--- src/rtl/instr_loader.sv ---
// Debug-path program loader: assembles big-endian words from a UART byte stream and
// writes them to instruction memory until an end marker. Optional: LOADER_CHECKSUM_EN.
module instr_loader #(
  parameter int unsigned DEPTH    = 32,
  parameter logic [31:0] END_WORD = 32'hFFFF_FFFF,
  parameter int unsigned CW       = $clog2(DEPTH + 1)
) (
  input  logic          clk,
  input  logic          rst,
  input  logic          start,
  input  logic          rx_valid,
  input  logic [7:0]    rx_data,
  output logic          wr_instruction,
  output logic [31:0]   wr_addr,
  output logic [31:0]   data_instruction,
  output logic          loading,
  output logic          done,
  output logic          overflow,
  output logic [CW-1:0] word_count
`ifdef LOADER_CHECKSUM_EN
  ,
  output logic          checksum_err
`endif
);

  localparam logic [2:0] IDLE  = 3'd0;
  localparam logic [2:0] RECV  = 3'd1;
  localparam logic [2:0] WRITE = 3'd2;
  localparam logic [2:0] DONE  = 3'd3;
`ifdef LOADER_CHECKSUM_EN
  localparam logic [2:0] CHECK = 3'd4;
  logic [7:0] csum;
`endif

  logic [2:0]  state;
  logic [1:0]  byte_idx;
  logic [31:0] asm_word;
  logic [31:0] next_word;
  logic        last_byte;

  assign next_word        = {asm_word[23:0], rx_data};
  assign last_byte        = (byte_idx == 2'd3);
  assign wr_instruction   = (state == WRITE);
  assign data_instruction = asm_word;

  always_ff @(posedge clk or posedge rst) begin
    if (rst) begin
      state      <= IDLE;
      byte_idx   <= '0;
      asm_word   <= '0;
      wr_addr    <= '0;
      word_count <= '0;
      loading    <= 1'b0;
      done       <= 1'b0;
      overflow   <= 1'b0;
`ifdef LOADER_CHECKSUM_EN
      csum         <= '0;
      checksum_err <= 1'b0;
`endif
    end else begin
      case (state)
        IDLE, DONE: begin
          if (start) begin
            state      <= RECV;
            byte_idx   <= '0;
            asm_word   <= '0;
            wr_addr    <= '0;
            word_count <= '0;
            loading    <= 1'b1;
            done       <= 1'b0;
            overflow   <= 1'b0;
`ifdef LOADER_CHECKSUM_EN
            csum         <= '0;
            checksum_err <= 1'b0;
`endif
          end
        end
        RECV: begin
          if (rx_valid) begin
            asm_word <= next_word;
            byte_idx <= byte_idx + 2'd1;
            if (last_byte) begin
              if (next_word == END_WORD) begin
`ifdef LOADER_CHECKSUM_EN
                state <= CHECK;
`else
                state   <= DONE;
                loading <= 1'b0;
                done    <= 1'b1;
`endif
              end else if (word_count == CW'(DEPTH)) begin
                state    <= DONE;
                overflow <= 1'b1;
                loading  <= 1'b0;
                done     <= 1'b1;
              end else begin
                state <= WRITE;
`ifdef LOADER_CHECKSUM_EN
                csum <= csum ^ next_word[31:24] ^ next_word[23:16]
                             ^ next_word[15:8] ^ next_word[7:0];
`endif
              end
            end
          end
        end
        WRITE: begin
          // byte_idx has wrapped to 0, so a byte arriving here becomes byte 0 of the next word
          state      <= RECV;
          wr_addr    <= wr_addr + 32'd1;
          word_count <= word_count + CW'(1);
          if (rx_valid) begin
            asm_word <= next_word;
            byte_idx <= byte_idx + 2'd1;
          end
        end
`ifdef LOADER_CHECKSUM_EN
        CHECK: begin
          if (rx_valid) begin
            checksum_err <= (rx_data != csum);
            state        <= DONE;
            loading      <= 1'b0;
            done         <= 1'b1;
          end
        end
`endif
        default: state <= IDLE;
      endcase
    end
  end

endmodule

--- config.mk ---
export PLATFORM = sky130hd
export DESIGN_NAME = instr_loader
export DESIGN_NICKNAME = d
export VERILOG_FILES = /design/src/rtl/instr_loader.sv
export SDC_FILE = /design/constraint.sdc
export NUM_CORES = 1
export LEC_CHECK = 0
export CORE_UTILIZATION = 34
export CTS_CLUSTER_SIZE = 24
export DETAILED_ROUTE_END_ITERATION = 10
export PLACE_DENSITY_LB_ADDON = 0.3
export SETUP_SLACK_MARGIN = 0.4
export SLEW_MARGIN = 20
export SYNTH_ARGS = -nofsm -noshare
export SYNTH_HDL_FRONTEND = slang
export SYNTH_SLANG_ARGS = --single-unit
--- constraint.sdc ---
create_clock -name clk -period 3.25 [get_ports clk]
set_input_delay 0.65 -clock clk [delete_from_list [all_inputs] [get_ports clk]]
set_output_delay 0.65 -clock clk [all_outputs]
set_load 0.05 [all_outputs]
# ---- Yosys cells after proc, flatten, opt, wreduce, memory -nomap -nowiden
# Cells that the tools add are included.
dict set report word_totals {
  reg_bits 78
  input_bits 12
  output_inout_bits 74
  wordCells 66
}
dict set report classes {
  add_sub_neg 3
  eq_ne 13
  n_mux 31
  reduce_logical 11
}
# cell n
set op_table {}
lappend op_table {{case mux 32 bit (2 select lines)} 2}
lappend op_table {{two-way mux 32 bit} 2}
lappend op_table {{adder 32 x 1 -> 32 bit, second input constant} 1}
lappend op_table {{== test 32 bit, second input constant} 1}
lappend op_table {{two-way mux 1 bit} 15}
lappend op_table {{case mux 6 bit (2 select lines)} 1}
lappend op_table {{!= test 2 bit, second input constant} 5}
lappend op_table {{two-way mux 3 bit} 3}
lappend op_table {{case mux 3 bit (3 select lines)} 1}
lappend op_table {{adder 6 x 1 -> 6 bit, second input constant} 1}
lappend op_table {{== test 3 x 2 -> 1 bit, second input constant} 2}
lappend op_table {{== test 6 bit, second input constant} 1}
lappend op_table {{two-way mux 6 bit} 1}
lappend op_table {{case mux 1 bit (2 select lines)} 3}
lappend op_table {{AND reduction 3 bit} 2}
lappend op_table {{AND reduction 6 bit} 1}
lappend op_table {{nonzero test 2 bit} 3}
lappend op_table {{AND reduction 5 bit} 1}
lappend op_table {{two-way mux 2 bit} 2}
lappend op_table {{case mux 2 bit (2 select lines)} 1}
lappend op_table {{OR reduction 2 bit} 2}
lappend op_table {{== test 3 x 1 -> 1 bit, second input constant} 1}
lappend op_table {{logical NOT 3 bit} 1}
lappend op_table {{!= test 3 bit, second input constant} 1}
lappend op_table {{4 further kinds} 4}

# ---- Logic depth before layout (Yosys ltp)
dict set report depth {
  ltp_word 6
  mapped_depth 9
  mapped_depth_nobuf 6
}

# ---- Least setup slack after synthesis
# Ideal clock, no wire load.
dict set report synth_path {
  path_type {register -> register}
  from {register state[0]}
  to {register wr_addr[28]}
  setup_time_ps 119
  arrival_ps 2574
  required_time_ps 3131
  slack_ps 557
  path_stages_with_launch 10
  path_buffers 3
  period_less_slack_ps 2693
  path_cell_list {dfrtp_1 -> inv_1 -> ha_1 -> buf_4 -> mux2i_1 -> buf_6 -> or4b_4 -> buf_2 -> o31a_1 -> o21a_1}
}
dict set report synth_via {
  word_cells_on_any_way 8
  cone_classes {eq/ne: 3; mux: 1; reduce/logical: 4}
}
# element line_no
set synth_rtl {}
lappend synth_rtl {{from (decl)} 35} ;# logic [2:0] state;
lappend synth_rtl {{from (signal assigned)} 48} ;# state <= IDLE;
lappend synth_rtl {{from (signal assigned)} 64} ;# state <= RECV;
lappend synth_rtl {{from (signal assigned)} 87} ;# state <= DONE;
lappend synth_rtl {{== test 3 x 2 -> 1 bit (*)} n/a}
lappend synth_rtl {{named net wr_instruction} 13} ;# output logic wr_instruction,
lappend synth_rtl {{nonzero test 2 bit (no line)} n/a}
lappend synth_rtl {{AND reduction 2 bit (no line)} n/a}
lappend synth_rtl {{to (signal assigned)} 109} ;# wr_addr <= wr_addr + 32'd1;
lappend synth_rtl {{to (decl)} 14} ;# output logic [31:0] wr_addr,
# Mark *: on every way through the listed nets, which the timed path passes. The rest lies on a longest branch.
# A chain may end at the register's enable or synchronous reset.

# ---- Worst setup path in the final report
dict set report layout_path {
  from {register state[0]}
  to {output wr_instruction}
}
dict set report layout_via {
  elab_chain_len 1
}
# element line_no
set layout_lines {}
lappend layout_lines {{== test 3 x 2 -> 1 bit} 43} ;# assign wr_instruction = (state == WRITE);
lappend layout_lines {{to (decl)} 13}
# No other way between the ends.

==> reports/metrics.csv <==
metric,value,unit
status,completed,
Min-Delay Path Class,reg2reg,
routability cong.,0.7934,
die area,0.01118,sq mm
DR DRC count,0,
Root Driver,clkbuf_8,
Worst VDD drop,0.5428,mV
Worst Skew,6.216,ps
DR iter-0 viols,194,
FF+latch area,0.001927,sq mm
Synth top area share,0.5267,
first-pass GRT wire length,15.56,mm
critical path startpoint,state[0]$_DFFE_PP0P_,
Final Instance Area,0.004881,sq mm
Least-Margin Pin Slew,746.8,ps
GRT Total Usage,0.1756,
clock transition at the registers of the reported paths,80,ps
Synthesized Nets,359,
CTS Sinks,77,
drt wl/cell,15.91,microns
Synth async-reset ratio,1.000,
flop-to-flop setup slack,660,ps
pin count of the biggest net entering global routing,50,
CP required,2600,ps
endpoint class of the critical path,output pin,
distinct cell type count after synthesis,44,
die span in x,105.7,microns
max cap viols,0,
period utilization,0.8275,
CTS tree,yes,
Starting Density,0.3528,
DR pass1 iterations,4,
HPWL Detailed,6.184,mm
critical path startpoint category,register,
CTS Buf Count,9,
min Tclk post-route,2689,ps
Yosys warnings,0,
Clock Tree Buf Depth,2,
Synth Flop Type,dfrtp_1,
#FFs+latches synth,77,
# IOs,86,
Reg2Reg Depth,6,
DP Area,0.004671,sq mm
Syn Std Cell Area,0.003659,sq mm
CP Data Arrival Time,2040,ps
vias in the first global route,3002,
hold violation count in the final report,0,
port bufs,85,
area of the multi-input gates,0.001605,sq mm
# fillers,996,
Final Core Density,0.4707,
biggest area consumer among synthesized cells,dfrtp_1,
final net count,442,
Slew Limit Headroom,0.5006,
vias,3070,
number of synthesized flops with an enable pin,0,
Pwr Density,852.5,mW/mm^2
share of cells above drive strength 1,0.08411,
Hold Path Stages,1,
Gate Count Post-Synth,340,
"Slew Viols, Final",0,
setup_tns,0,ps
unrepaired setup endpoints after global routing,no,
Vias per Instance,5.443,
Rows,37,
RR Endpoint,wr_addr[27]$_DFFE_PP0P_,
CTS HTree Levels,3,
r2r startpoint,state[0]$_DFFE_PP0P_,
initial antenna violation count,0,
Pleak,2.039,nW
remaining antenna violation count,0,
Peak Freq,371.8,MHz
sequential area share after synthesis,0.5267,
PostCTS Resize Cnt,0,
Total Routed Length,8.975,mm
GR Overflow Total,0,
Die Y,105.7,microns
syn_area_per_cell,10.76,sq um
core region area,0.01037,sq mm
number of diodes,0,
final count of negative-setup-slack endpoints,0,
CP Class,reg2out,
end point of the critical path,wr_instruction,
top-count cell post-synth,dfrtp_1,
number of setup buffers added after CTS,0,
crit-path max FO,10,
WHS,509.5,ps
"Clk Latency, worst-skew pair",350,ps
"top cells by count, synth","dfrtp_1 (77), a22o_1 (33), nand2_1 (29)",
synth-to-layout area growth,33.41,%
Post-CTS Hold Fix Bufs,0,
synth top area cells,"dfrtp_1 (53%), a22o_1 (7.9%), nand2_1 (3.0%)",
[routing by layer]
layer / vias to the layer above / wire length [microns] / track usage
met5: - / 0 / 0
li1: 1453 / - / -
met1: 1530 / 4398 / 0.2483
met3: 10 / 421 / 0.03401
met4: 0 / 124 / 0.07837
met2: 77 / 4031 / 0.2596
[state kept, by name, summed over array words and instances (netlist names)]
| signal | count |
|---|---|
| byte_idx | 2 |
| loading | 1 |
| word_count | 6 |
| overflow | 1 |
| wr_addr | 32 |
| done | 1 |
| state | 2 |
| data_instruction | 32 |
[cell families (layout without fill, tap and decap cells)]
group	after synthesis	after routing	synth area share
and+or+nand+nor	120	120	0.1884
AOI/OAI and AO/OA	86	86	0.1751
DFF	77	77	0.5267
buffers and inverters	31	119	0.03693
xor gates and xnor gates	11	11	0.02633
muxes	8	8	0.02257
adders and majority gates	7	7	0.02394
[per-stage QoR]
step / std cells / total power, mW / worst slack (ps)
after floorplan: 340 / 2.749 / 557.0
after global routing: 564 / 4.412 / 433.8
after global placement: 548 / 3.396 / 405.8
after detailed placement: 548 / 3.421 / 368.7
after CTS: 564 / 4.199 / 530.3
final: 564 / 4.161 / 560.5
[placed cells by master (no fill, tap or decap), types with 3 or more instances in the layout]
cell,n
a31oi_1,4
nand2_1,29
nor4_1,6
nand4_1,16
a41o_1,4
nand3b_1,3
a22o_1,33
clkbuf_8,11
xor2_1,6
nor2_1,14
dfrtp_1,77
buf_4,9
o21ai_0,7
clkdlybuf4s50_1,85
inv_1,7
mux2i_1,6
a21oi_1,17
xnor2_1,5
nand3_1,10
and2_1,4
o31ai_1,11
or4_1,11
nor3_1,3
nand2b_1,5
ha_1,7
or3_1,4
and4_1,4
[area by class of cell]
class                      count  share of cell area
timing repair buffer          95              0.1923
inverter                       8            0.006152
tap                          136             0.03486
clock buffer                  11             0.03102
clock inverter                 5             0.01205
sequential                    77              0.3948
multi-input combinational    232              0.3289
[worst max-delay path, cell delays in order, from the launching register on]
cell             delay, ps
dfrtp_1                410
inv_1                  100
ha_1                   180
buf_4                  180
clkdlybuf4s50_1        820
[power by group]
group / total, mW / leakage [nW] / internal, mW / switching [mW]
registers: 1.41 / 1.04 / 1.17 / 0.239
clock network: 0.756 / 0.102 / 0.397 / 0.360
logic: 1.99 / 0.893 / 0.688 / 1.30
[worst min path at each step]
stage	startpoint	to	slack, ps
after global placement	data_instruction[26]$_DFFE_PP0P_	data_instruction[26]$_DFFE_PP0P_	490
after CTS	data_instruction[31]$_DFFE_PP0P_	data_instruction[31]$_DFFE_PP0P_	510
final	data_instruction[30]$_DFFE_PP0P_	data_instruction[30]$_DFFE_PP0P_	510
after global routing	byte_idx[1]$_DFFE_PP0P_	byte_idx[1]$_DFFE_PP0P_	530
after detailed placement	data_instruction[26]$_DFFE_PP0P_	data_instruction[26]$_DFFE_PP0P_	480
after floorplan	byte_idx[1]$_DFFE_PP0P_	byte_idx[1]$_DFFE_PP0P_	470
(Power assumes the default switching activity.)
